[src/rtl/cntry_road_sensor_if.sv]
// Country-road sensor bundle: loop detector and lamp feedback in,
// car-present request and diagnostics out.
interface cntry_road_sensor_if;
  logic       loop_raw;
  logic [1:0] cntry_road_signal;
  logic       x;
  logic [7:0] car_count;
  logic [1:0] state_out;

  modport master (
    output loop_raw,
    output cntry_road_signal,
    input  x,
    input  car_count,
    input  state_out
  );

  modport slave (
    input  loop_raw,
    input  cntry_road_signal,
    output x,
    output car_count,
    output state_out
  );
endinterface

[src/rtl/cntry_road_sensor.sv]
// Country-road car sensor: debounces the loop, latches the request
// until green, then holds it while cars keep coming (bounded).
module cntry_road_sensor #(
  parameter int unsigned DEBOUNCE_CYC = 4,
  parameter int unsigned CLEAR_CYC    = 3,
  parameter int unsigned MAX_HOLD     = 16,
  parameter logic [1:0]  GREEN_CODE   = 2'b10
) (
  input  logic                 clk,
  input  logic                 reset,
  cntry_road_sensor_if.slave   bus
);

  typedef enum logic [1:0] {
    IDLE     = 2'd0,
    DEBOUNCE = 2'd1,
    REQUEST  = 2'd2,
    SERVED   = 2'd3
  } state_t;

  localparam logic [7:0] DEB_C = 8'(DEBOUNCE_CYC);
  localparam logic [7:0] CLR_C = 8'(CLEAR_CYC);
  localparam logic [7:0] HLD_C = 8'(MAX_HOLD);

  state_t     state_q, state_d;
  logic [7:0] deb_q, deb_d;
  logic [7:0] clr_q, clr_d;
  logic [7:0] hold_q, hold_d;
  logic [7:0] cnt_q, cnt_d;
  logic       inc;
  logic       green;
  logic [7:0] deb_nx;
  logic [7:0] clr_nx;
  logic [7:0] hold_nx;

  assign green   = (bus.cntry_road_signal == GREEN_CODE);
  assign deb_nx  = deb_q + 8'd1;
  assign clr_nx  = clr_q + 8'd1;
  assign hold_nx = hold_q + 8'd1;

  // State register and counters; reset wins over everything.
  always_ff @(posedge clk) begin
    if (reset) begin
      state_q <= IDLE;
      deb_q   <= '0;
      clr_q   <= '0;
      hold_q  <= '0;
      cnt_q   <= '0;
    end else begin
      state_q <= state_d;
      deb_q   <= deb_d;
      clr_q   <= clr_d;
      hold_q  <= hold_d;
      cnt_q   <= cnt_d;
    end
  end

  // Next-state, counter updates and the car-count bump.
  always_comb begin
    state_d = state_q;
    deb_d   = deb_q;
    clr_d   = clr_q;
    hold_d  = hold_q;
    inc     = 1'b0;
    unique case (state_q)
      IDLE: begin
        clr_d  = '0;
        hold_d = '0;
        if (bus.loop_raw) begin
          if (DEB_C == 8'd1) begin
            state_d = REQUEST;
            deb_d   = '0;
            inc     = 1'b1;
          end else begin
            state_d = DEBOUNCE;
            deb_d   = 8'd1;
          end
        end else begin
          deb_d = '0;
        end
      end
      DEBOUNCE: begin
        if (!bus.loop_raw) begin
          state_d = IDLE;
          deb_d   = '0;
        end else if (deb_nx == DEB_C) begin
          state_d = REQUEST;
          deb_d   = '0;
          inc     = 1'b1;
        end else begin
          deb_d = deb_nx;
        end
      end
      REQUEST: begin
        if (green) begin
          state_d = SERVED;
          clr_d   = '0;
          hold_d  = '0;
        end
      end
      SERVED: begin
        hold_d = hold_nx;
        if (!green) begin
          state_d = IDLE;
        end else if (hold_nx == HLD_C) begin
          state_d = IDLE;
        end else if (!bus.loop_raw) begin
          clr_d = clr_nx;
          if (clr_nx == CLR_C) begin
            state_d = IDLE;
          end
        end else begin
          clr_d = '0;
        end
        if (state_d == IDLE) begin
          clr_d  = '0;
          hold_d = '0;
        end
      end
      default: begin
        state_d = IDLE;
      end
    endcase
  end

  // Saturating vehicle counter.
  always_comb begin
    cnt_d = cnt_q;
    if (inc && (cnt_q != 8'hFF)) begin
      cnt_d = cnt_q + 8'd1;
    end
  end

  assign bus.x         = (state_q == REQUEST) || (state_q == SERVED);
  assign bus.car_count = cnt_q;
  assign bus.state_out = state_q;

endmodule

[src/flat_wrapper.sv]
// flat-port wrapper written by rule: the top's interface ports become plain ports
module cntry_road_sensor_flat 
#(
  parameter int unsigned DEBOUNCE_CYC = 4,
  parameter int unsigned CLEAR_CYC    = 3,
  parameter int unsigned MAX_HOLD     = 16,
  parameter logic [1:0]  GREEN_CODE   = 2'b10
)
  (clk, reset, bus_loop_raw, bus_cntry_road_signal, bus_x, bus_car_count, bus_state_out);
  cntry_road_sensor_if bus_i ();
  input  logic clk;
  input  logic reset;
  input wire logic [$bits(bus_i.loop_raw)-1:0] bus_loop_raw;
  input wire logic [$bits(bus_i.cntry_road_signal)-1:0] bus_cntry_road_signal;
  output wire logic [$bits(bus_i.x)-1:0] bus_x;
  output wire logic [$bits(bus_i.car_count)-1:0] bus_car_count;
  output wire logic [$bits(bus_i.state_out)-1:0] bus_state_out;
  assign bus_i.loop_raw = bus_loop_raw;
  assign bus_i.cntry_road_signal = bus_cntry_road_signal;
  assign bus_x = bus_i.x;
  assign bus_car_count = bus_i.car_count;
  assign bus_state_out = bus_i.state_out;
  cntry_road_sensor #(.DEBOUNCE_CYC(DEBOUNCE_CYC), .CLEAR_CYC(CLEAR_CYC), .MAX_HOLD(MAX_HOLD), .GREEN_CODE(GREEN_CODE)) u_core (.clk(clk), .reset(reset), .bus(bus_i));
endmodule
[config.mk]
export PLATFORM = sky130hd
export DESIGN_NAME = cntry_road_sensor_flat
export DESIGN_NICKNAME = d
export VERILOG_FILES = /design/src/rtl/cntry_road_sensor_if.sv /design/src/rtl/cntry_road_sensor.sv /design/src/flat_wrapper.sv
export SDC_FILE = /design/constraint.sdc
export NUM_CORES = 1
export LEC_CHECK = 0
export ABC_AREA = 1
export CAP_MARGIN = 20
export CORE_MARGIN = 3
export CORE_UTILIZATION = 65
export CTS_BUF_LIST = sky130_fd_sc_hd__clkbuf_2
export CTS_CLUSTER_DIAMETER = 120
export DETAILED_ROUTE_END_ITERATION = 7
export PLACE_DENSITY = 0.87
export SLEW_MARGIN = 25
export SYNTH_ARGS = -nofsm -noshare
export SYNTH_HDL_FRONTEND = slang
export SYNTH_SLANG_ARGS = --single-unit
[constraint.sdc]
create_clock -name clk -period 2.4 [get_ports clk]
set_input_delay 0.24 -clock clk [delete_from_list [all_inputs] [get_ports clk]]
set_output_delay 0.24 -clock clk [all_outputs]
set_load 0.01 [all_outputs]
==> results of run 1 <==
cell usage after synthesis:
master,count,share of area
sky130_fd_sc_hd__buf_2,1,0.0024
sky130_fd_sc_hd__clkbuf_1,5,0.0088
sky130_fd_sc_hd__o21ai_0,11,0.026
sky130_fd_sc_hd__ha_1,5,0.029
sky130_fd_sc_hd__nor2_1,35,0.062
sky130_fd_sc_hd__o211ai_1,1,0.0035
sky130_fd_sc_hd__nand3_2,3,0.014
sky130_fd_sc_hd__nand4_1,9,0.027
sky130_fd_sc_hd__nand3b_1,3,0.011
sky130_fd_sc_hd__nand2_2,2,0.0059
sky130_fd_sc_hd__nand2_1,100,0.18
sky130_fd_sc_hd__nor2_4,2,0.011
sky130_fd_sc_hd__o21ai_1,1,0.0024
sky130_fd_sc_hd__buf_4,1,0.0035
sky130_fd_sc_hd__a21oi_1,30,0.071
sky130_fd_sc_hd__nor3_1,3,0.0071
sky130_fd_sc_hd__inv_1,43,0.076
sky130_fd_sc_hd__nand3_1,34,0.080
sky130_fd_sc_hd__nand2_4,2,0.011
sky130_fd_sc_hd__dfxtp_1,34,0.32
sky130_fd_sc_hd__xor2_1,2,0.0083
sky130_fd_sc_hd__buf_8,1,0.0071
sky130_fd_sc_hd__inv_2,3,0.0053
sky130_fd_sc_hd__a21oi_2,1,0.0041
sky130_fd_sc_hd__nor2_2,6,0.018
sky130_fd_sc_hd__nor2_8,1,0.0094
stage by stage:
stage          setup slack, ns  instances   util
2_1_floorplan            0.741        339      -
3_3_place_gp             0.437        391  0.743
3_5_place_dp             0.362        391  0.743
4_1_cts                  0.383        399  0.757
5_1_grt                  0.257        399  0.758
6_report                 0.373        399  0.758
kinds of logic after synthesis:
| group | Yosys count |
|---|---|
| buf+inv | 54 |
| xor+xnor | 2 |
| compound gates | 44 |
| simple gates | 200 |
| fa+ha+maj | 5 |
| flops | 34 |
area by class of cell:
class,instances,area (um^2)
multi-input cells,251,1230
fillers,276,744
flip-flops and latches,34,681
inverters,46,173
repair buffers,16,158
well taps,44,55.1
clock buffers,5,25.0
clock inverters,3,16.3
routing by layer:
layer,part of all wire,vias up
li1,-,1109
met1,0.46,973
met2,0.49,46
met3,0.039,5
met4,0.011,0
met5,0,-
state kept, by name, indices dropped and copies added (netlist names):
signal	flops
u_core.bus.car_count	8
u_core.bus.state_out	2
u_core.clr_q	8
u_core.deb_q	8
u_core.hold_q	8
worst paths after layout:
kind | start | end | depth (start not counted)
max | u_core.bus.state_out[1] | bus_state_out[1] | 1
min | u_core.deb_q[6] | u_core.deb_q[6] | 2
max reg2reg | u_core.deb_q[0] | u_core.bus.car_count[5] | 11
min reg2reg | u_core.deb_q[6] | u_core.deb_q[6] | 2
power by group:
part	switching (W)	internal, W	leakage (nW)
registers	0.00000519	0.000569	0.274
clock network	0.000207	0.0000664	0.0264
logic	0.0000594	0.0000281	0.619
==> out/metrics.yaml, run 1 <==
ctsHtreeMaxLevel: 2
critical_path_required_ns: 2.16
clock_insertion_delay_at_the_later_pin_of_the_skew_report_ns: 0.40
area_growth_syn_to_layout_pct: 9.96
total_die_area_um2: 3990
grt_max_degree: 23
critPathSlowestCell: "sky130_fd_sc_hd__dfxtp_1"
via_per_inst: 5.35
drt_first_pass_iters: 4
syn_area_per_cell_um2: 6.26
leakagePower_nw: 0.919
antenna_cells: 0
drcViolationCount: 0
report.final.hold_viol_count: 0
arrival_ns: 1.79
post-cts-setup-buffers: 0
cts_made_buffers: 5
clock-skew-final_ns: 0.0245
hold_path_class: "flip-flop to flip-flop"
cts.sink_count: 34
worst_setup_hold_path_clk_slew_ns: 0.20
synthesis.yosys.warnings: 0
grt_antenna_before_repair: 0
grtUsageMet2: 0.444
hpwl_mm: 3.42
layer_with_the_highest_usage: "met2"
drtAntennaViolNets: 0
timing.reg2reg.setup_slack_ns: 0.44
synth_compound_gate_area_share: 0.107
grt_util_overall: 0.258
highest_count_cells_in_the_layout_ignoring_fill_and_taps: "sky130_fd_sc_hd__nand2_1, sky130_fd_sc_hd__inv_1, sky130_fd_sc_hd__nor2_1"
setup_repair_after_global_routing_missed_its_margin: "no"
hold_slack_ns: 0.498
vias_post_dr: 2133
standard_cell_core_area_um2: 3080
net_count_of_the_mapped_netlist: 349
detail_route.iter0.violations: 128
synth-seq-cells: 34
cts_tree: "done"
drt-wirelength-per-cell_um: 11.8
path_cells: "clkdlybuf4s50_1"
boundaryPins: 16
synth_xor_xnor_area_share: 0.00825
timing.setup.critical_path_class: "flip-flop to output pin"
synth-seq-area-share: 0.321
synth-simple-area-share: 0.432
start_util: 0.689
floorplan.die.height_um: 63.1
synth_mux_area_frac: 0
final_min_period_over_clock_period: 0.845
crit_buf_inv: 1
timing.critical_path.max_delay_family: "flip-flops"
rows: 20
first_pass_grt_wire_length_mm: 8.36
cts.repair.resized: 0
cts-root-buf: "sky130_fd_sc_hd__clkbuf_2"
groute.layer.met3.usage: 0.0660
vias_in_the_first_global_route: 1943
worst_setup_path_end_kind: "output pin"
mappedNetlistArea_um2: 2120
die_w_um: 63.1
layout_cell_share_with_drive_strength_beyond_1: 0.0817
cellPowerDensity_nw_per_um2: 401
setup_violations: 0
post_dp_cell_area_um2: 2290
drt-total-wl_mm: 4.72
holdBufCountCts: 0
synth.lib_cells_used.distinct: 26
drv_cap: 0
path_max_fanout: 16
cell_area_after_layout_um2: 2330
most_common_cell_after_layout_fill_and_taps_aside: "sky130_fd_sc_hd__nand2_1"
grt.met1_usage: 0.307
grt_overflow: 0
finish.net_count: 364
layout_min_cycle_time_ns: 2.03
outcome: "completed"
ir_drop_uv: 285
gpl.final_weighted_congestion: 0.846
crit_path_start_kind: "flip-flop"
max_slew.worst_pin.slew_ns: 0.710
io_buffer_count: 15
synthesis.instances: 339
cts_buffer_depth: 2
worst_slew_margin_rel: 0.527
timing.final.max_slew_violations: 0
dominant_combinational_cell_family_by_area_after_synthesis: "simple AND/OR/NAND/NOR gates"
totalNegativeSetupSlack_ns: 0
max_stage_delay_ns: 0.74
synth_adder_area_share: 0.0295
p_total_w: 0.000935
clock.fmax_ghz: 0.493
Power figures use the tool's default switching activity.
==> run 2, diff against run 1 <==
--- a/config.mk
+++ b/config.mk
@@ -8,11 +8,11 @@
 export ABC_AREA = 1
 export CAP_MARGIN = 20
 export CORE_MARGIN = 3
-export CORE_UTILIZATION = 65
+export CORE_UTILIZATION = 60
 export CTS_BUF_LIST = sky130_fd_sc_hd__clkbuf_2
 export CTS_CLUSTER_DIAMETER = 120
 export DETAILED_ROUTE_END_ITERATION = 7
-export PLACE_DENSITY = 0.87
+export PLACE_DENSITY = 0.82
 export SLEW_MARGIN = 25
 export SYNTH_ARGS = -nofsm -noshare
 export SYNTH_HDL_FRONTEND = slang
==> constraint.sdc (replaced) <==
create_clock -name clk -period 1.88 [get_ports clk]
set_input_delay 0.188 -clock clk [delete_from_list [all_inputs] [get_ports clk]]
set_output_delay 0.188 -clock clk [all_outputs]
set_load 0.01 [all_outputs]
==> out/metrics.yaml, run 2 (synthesis results as in run 1) <==
outcome: "completed"
report.final.hold_viol_count: 0  # unchanged
max_slew.worst_pin.slew_ns: 0.380  # -0.330 ns
first_pass_grt_wire_length_mm: 8.17  # -2.2%
clock-skew-final_ns: 0.0150  # -0.00949 ns
cts.sink_count: 34  # unchanged
crit_path_start_kind: "flip-flop"
arrival_ns: 1.58  # -0.21 ns
timing.final.max_slew_violations: 0  # unchanged
standard_cell_core_area_um2: 3200  # +4.1%
grt_max_degree: 23  # unchanged
worst-r2r-cell-count: 11  # unchanged
total_die_area_um2: 4290  # +7.5%
hold_path_class: "flip-flop to flip-flop"
drt_first_pass_iters: 4  # unchanged
worst_slew_margin_rel: 0.745  # +0.219
hold_slack_ns: 0.479  # -0.0191 ns
io_buffer_count: 15  # unchanged
via_per_inst: 5.24  # -2.1%
highest_count_cells_in_the_layout_ignoring_fill_and_taps: "sky130_fd_sc_hd__nand2_1, sky130_fd_sc_hd__inv_1, sky130_fd_sc_hd__nor2_1"
start_util: 0.662  # -0.0269
leakagePower_nw: 0.977  # +6.3%
min_path_cells: 1  # -1
drtAntennaViolNets: 0  # unchanged
rows: 20  # unchanged
layout_min_cycle_time_ns: 1.76
grt_util_overall: 0.245  # -0.0128
holdBufCountCts: 0  # unchanged
cts_tree: "done"
gpl.final_weighted_congestion: 0.884  # +4.5%
setup_violations: 0  # unchanged
critical_path_required_ns: 1.69  # -0.47 ns
detail_route.iter0.violations: 180  # +41%
drt-total-wl_mm: 4.71  # -0.30%
path_max_fanout: 9  # -7
grt_antenna_before_repair: 0  # unchanged
ctsHtreeMaxLevel: 2  # unchanged
p_total_w: 0.00121  # +30%
max_stage_delay_ns: 0.61  # -0.13 ns
vias_in_the_first_global_route: 1978  # +1.8%
critPathSlowestCell: "sky130_fd_sc_hd__clkdlybuf4s50_1"
timing.critical_path.max_delay_family: "buffers and inverters"
antenna_cells: 0  # unchanged
area_growth_syn_to_layout_pct: 16.5
grt_overflow: 0  # unchanged
cts-root-buf: "sky130_fd_sc_hd__clkbuf_2"
drcViolationCount: 0  # unchanged
timing.setup.critical_path_class: "flip-flop to output pin"
die_w_um: 65.5  # +3.7%
vias_post_dr: 2152  # +0.89%
post_dp_cell_area_um2: 2360  # +3.3%
final_min_period_over_clock_period: 0.938
cts_buffer_depth: 2  # unchanged
ir_drop_uv: 442  # +55%
final_util: 0.771  # +0.0134
fillCellCount: 264  # -4.3%
clock.fmax_ghz: 0.567
drv_cap: 0  # unchanged
path_cells: "clkdlybuf4s50_1"
drt-wirelength-per-cell_um: 11.5  # -3.2%
clock_insertion_delay_at_the_later_pin_of_the_skew_report_ns: 0.39  # about the same
worst_setup_path_end_kind: "output pin"
cell_area_after_layout_um2: 2470  # +5.9%
cp.depth: 1  # unchanged
worst_setup_hold_path_clk_slew_ns: 0.17  # -0.03 ns
finish.net_count: 377  # +3.6%
most_common_cell_after_layout_fill_and_taps_aside: "sky130_fd_sc_hd__nand2_1"
hpwl_mm: 3.32  # -3.0%
layout_cell_share_with_drive_strength_beyond_1: 0.153  # +0.0709
cts_made_buffers: 5  # unchanged
crit_buf_inv: 1  # unchanged
totalNegativeSetupSlack_ns: 0  # unchanged
boundaryPins: 16  # unchanged
floorplan.die.height_um: 65.5  # +3.7%
cellPowerDensity_nw_per_um2: 490  # +22%
run 2: cell count changes in the layout (fill, tap and decap cells not counted), sizes merged:
cell	before	now
nor2	44	45
clkbuf	5	7
clkinvlp	1	0
buf	1	13
clkinv	2	0
run 2: worst reg2reg max path: stages (launching register included):
cell	delay, ns
sky130_fd_sc_hd__dfxtp_1	0.38
sky130_fd_sc_hd__ha_2	0.21
sky130_fd_sc_hd__nand2_1	0.06
sky130_fd_sc_hd__nor2_1	0.13
sky130_fd_sc_hd__nand4_1	0.10
sky130_fd_sc_hd__nand2_1	0.10
sky130_fd_sc_hd__nor2_1	0.08
sky130_fd_sc_hd__nand2_2	0.08
sky130_fd_sc_hd__nand2_4	0.08
sky130_fd_sc_hd__nor2_4	0.24
sky130_fd_sc_hd__nand3_1	0.10
sky130_fd_sc_hd__a21oi_1	0.12
run 2: layer usage:
layer / wire length [um] / part of all wire / up-vias / track usage
met5: 0 / 0 / - / 0
met4: 60 / 0.013 / 0 / 0.0829
met3: 199 / 0.042 / 7 / 0.0803
met2: 2090 / 0.44 / 42 / 0.393
met1: 2350 / 0.50 / 963 / 0.307
li1: - / - / 1140 / -
run 2: worst paths after layout:
kind | start | end | slack [ns]
max | u_core.bus.state_out[1] | bus_state_out[1] | 0.12
min | u_core.bus.car_count[0] | u_core.bus.car_count[0] | 0.48
max reg2reg | u_core.clr_q[0] | u_core.clr_q[2] | 0.15
min reg2reg | u_core.bus.car_count[0] | u_core.bus.car_count[0] | 0.48
run 2: layout make-up:
| type | count | area [um^2] | share of cell area |
|---|---|---|---|
| Inverter | 46 | 173 | 0.0699 |
| Clock buffer | 7 | 35.0 | 0.0142 |
| Sequential cell | 34 | 689 | 0.279 |
| Timing Repair Buffer | 28 | 248 | 0.100 |
| Tap cell | 44 | 55.1 | 0.0223 |
| Multi-Input combinational cell | 252 | 1270 | 0.514 |
run 2: through the flow:
| step | worst slack [ns] | std cells |
|---|---|---|
| after floorplan | 0.221 | 339 |
| after global placement | 0.178 | 401 |
| after detailed placement | 0.0943 | 401 |
| after CTS | 0.0658 | 408 |
| after global routing | -0.0197 | 411 |
| final | 0.116 | 411 |
run 2: what timing repair did:
item,CTS,global route
gates resized for setup,0,17
buffers inserted,0,2
setup endpoints to repair,0,24
run 2: where the power goes:
group / switching, W / internal (W) / total [W]
combinational: 0.0000837 / 0.0000484 / 0.000132
clock: 0.000249 / 0.0000967 / 0.000346
sequential: 0.00000645 / 0.000728 / 0.000734
==> run 3, diff against run 2 <==
--- a/config.mk
+++ b/config.mk
@@ -8,11 +8,11 @@
 export ABC_AREA = 1
 export CAP_MARGIN = 20
 export CORE_MARGIN = 3
-export CORE_UTILIZATION = 60
+export CORE_UTILIZATION = 40
 export CTS_BUF_LIST = sky130_fd_sc_hd__clkbuf_2
 export CTS_CLUSTER_DIAMETER = 120
 export DETAILED_ROUTE_END_ITERATION = 7
-export PLACE_DENSITY = 0.82
+export HOLD_SLACK_MARGIN = 0.12
 export SLEW_MARGIN = 25
 export SYNTH_ARGS = -nofsm -noshare
 export SYNTH_HDL_FRONTEND = slang
==> out/metrics.yaml, run 3 (synthesis results as in run 1) <==
report.final.hold_viol_count: 0  # unchanged
hpwl_mm: 3.37  # +1.6%
io_buffer_count: 15  # unchanged
drv_cap: 0  # unchanged
drt_first_pass_iters: 4  # unchanged
power.internal_w: 0.00101  # +16%
ir_drop_uv: 334  # -25%
grt_antenna_before_repair: 0  # unchanged
sequential_power_share: 0.534  # -0.072
highest_count_cells_in_the_layout_ignoring_fill_and_taps: "sky130_fd_sc_hd__nand2_1, sky130_fd_sc_hd__inv_1, sky130_fd_sc_hd__nor2_1"
area_growth_syn_to_layout_pct: 20.0
path_cells: "buf_4 > clkdlybuf4s50_1"
leakagePower_nw: 1.00  # +2.7%
arrival_ns: 1.54  # -0.04 ns
setup_violations: 0  # unchanged
cts_buffer_depth: 2  # unchanged
grt_overflow: 0  # unchanged
first_pass_grt_wire_length_mm: 8.37  # +2.4%
post_dp_cell_area_um2: 2390  # +1.2%
critical_path_required_ns: 1.69  # about the same
layout_cell_share_with_drive_strength_beyond_1: 0.160  # +0.00730
antenna_cells: 0  # unchanged
max_slew.worst_pin.slew_ns: 0.590  # +0.210 ns
standard_cell_core_area_um2: 4910  # +53%
netSwitchingFraction: 0.256  # -0.0240
final_min_period_over_clock_period: 0.921  # -0.0170
cts_tree: "done"
via_per_inst: 4.72  # -9.8%
placed_cells_incl_taps: 424  # +5.7%
outcome: "completed"
vias_in_the_first_global_route: 1855  # -6.2%
cellPowerDensity_nw_per_um2: 535  # +9.1%
grt_util_overall: 0.165  # -0.0801
cts_made_buffers: 5  # unchanged
p_clk_frac: 0.364  # +0.079
die_w_um: 78.8  # +20%
ctsHtreeMaxLevel: 2  # unchanged
grt_max_degree: 23  # unchanged
most_common_cell_after_layout_fill_and_taps_aside: "sky130_fd_sc_hd__nand2_1"
crit_path_start_kind: "flip-flop"
clock-skew-final_ns: 0.0204  # +0.00538 ns
hold_path_class: "input port to flip-flop"
finalNonFillerCells: 436  # +6.1%
cts-root-buf: "sky130_fd_sc_hd__clkbuf_2"
drtAntennaViolNets: 0  # unchanged
detail_route.iter0.violations: 83  # -54%
comb_power_share: 0.102  # -0.007
finish.net_count: 378  # +0.27%
gpl.final_weighted_congestion: 0.837  # -5.3%
worst_slew_margin_rel: 0.604  # -0.141
vias_post_dr: 2059  # -4.3%
worst_setup_hold_path_clk_slew_ns: 0.18  # about the same
layout_min_cycle_time_ns: 1.73  # -0.0319 ns
worst_setup_path_end_kind: "output pin"
drt-wirelength-per-cell_um: 10.9  # -4.9%
timing.critical_path.max_delay_family: "buffers and inverters"
critPathSlowestCell: "sky130_fd_sc_hd__clkdlybuf4s50_1"
cts.sink_count: 34  # unchanged
cell_area_after_layout_um2: 2550  # +3.0%
floorplan.die.height_um: 78.8  # +20%
boundaryPins: 16  # unchanged
switchingPower_w: 0.000349  # +2.8%
timing.final.max_slew_violations: 0  # unchanged
total_die_area_um2: 6210  # +45%
crit_buf_inv: 2  # +1
path_max_fanout: 10  # +1
clock.fmax_ghz: 0.577  # +1.8%
max_stage_delay_ns: 0.55  # -0.06 ns
start_util: 0.432  # -0.230
timing.setup.critical_path_class: "flip-flop to output pin"
hold_slack_ns: 0.457  # -0.0220 ns
drcViolationCount: 0  # unchanged
totalNegativeSetupSlack_ns: 0  # unchanged
drt-total-wl_mm: 4.75  # +0.93%
clock_insertion_delay_at_the_later_pin_of_the_skew_report_ns: 0.38  # about the same
rows: 25  # +25%
run 3: cell types whose count changed in the layout (fill, tap and decap cells not counted), sizes merged:
cell / change
buf: +1
bufinv: +1
run 3: stage by stage:
step                total power [W]  setup WS [ns]  utilization
finish                      0.00136          0.148        0.518
global route                0.00143       -0.00874        0.518
CTS                         0.00138         0.0125        0.500
detailed placement         0.000880         0.0301        0.487
global placement           0.000882         0.0143        0.487
floorplan                  0.000825          0.221            -
run 3: layer usage:
layer / up-vias / share of wire / GRT usage
met5: - / 0 / 0
met4: 0 / 0.0088 / 0.0515
met3: 4 / 0.033 / 0.0385
met2: 24 / 0.43 / 0.245
met1: 889 / 0.53 / 0.234
li1: 1142 / - / -
run 3: path summary, 6_finish.rpt:
path / from / to / slack [ns] / cells past startpoint
max reg2reg: u_core.hold_q[0] / u_core.hold_q[0] / 0.15 / 11
max: u_core.bus.state_out[1] / bus_x / 0.15 / 2
min: bus_loop_raw / u_core.deb_q[0] / 0.46 / 3
min reg2reg: u_core.hold_q[1] / u_core.hold_q[1] / 0.49 / 2
run 3: worst register-to-register path: stages (launching register included):
cell and delay (ns):
sky130_fd_sc_hd__dfxtp_2 0.39, sky130_fd_sc_hd__ha_2 0.20, sky130_fd_sc_hd__nand2_1 0.09, sky130_fd_sc_hd__nor2_2 0.12
sky130_fd_sc_hd__nand3b_1 0.08, sky130_fd_sc_hd__nand2_1 0.11, sky130_fd_sc_hd__nor2_1 0.06, sky130_fd_sc_hd__nand3_2 0.07
sky130_fd_sc_hd__nand2_4 0.08, sky130_fd_sc_hd__nor2_4 0.23, sky130_fd_sc_hd__nand3_1 0.11, sky130_fd_sc_hd__a21oi_1 0.13
run 3: power by group through the flow:
stage | combinational, W | sequential (W) | clock (W)
6_report | 0.000139 | 0.000728 | 0.000496
5_1_grt | 0.000155 | 0.000729 | 0.000546
4_1_cts | 0.000135 | 0.000731 | 0.000517
3_5_place_dp | 0.000135 | 0.000745 | 0
3_3_place_gp | 0.000137 | 0.000745 | 0
2_1_floorplan | 0.0000766 | 0.000748 | 0
run 3: what timing repair did:
item,4_1_cts,5_1_grt
pin swaps,1,7
setup endpoints to repair,1,28
hold buffers,0,0
buffers inserted,0,3
resized for setup,0,22
gates cloned,0,1
run 3: final cells by class:
type	count	area [um^2]
clock inverter	1	30.0
multi-input combinational	252	1270
timing repair buffer	29	255
sequential	34	701
tap	67	83.8
fill	521	2360
inverter	46	173
clock buffer	7	35.0
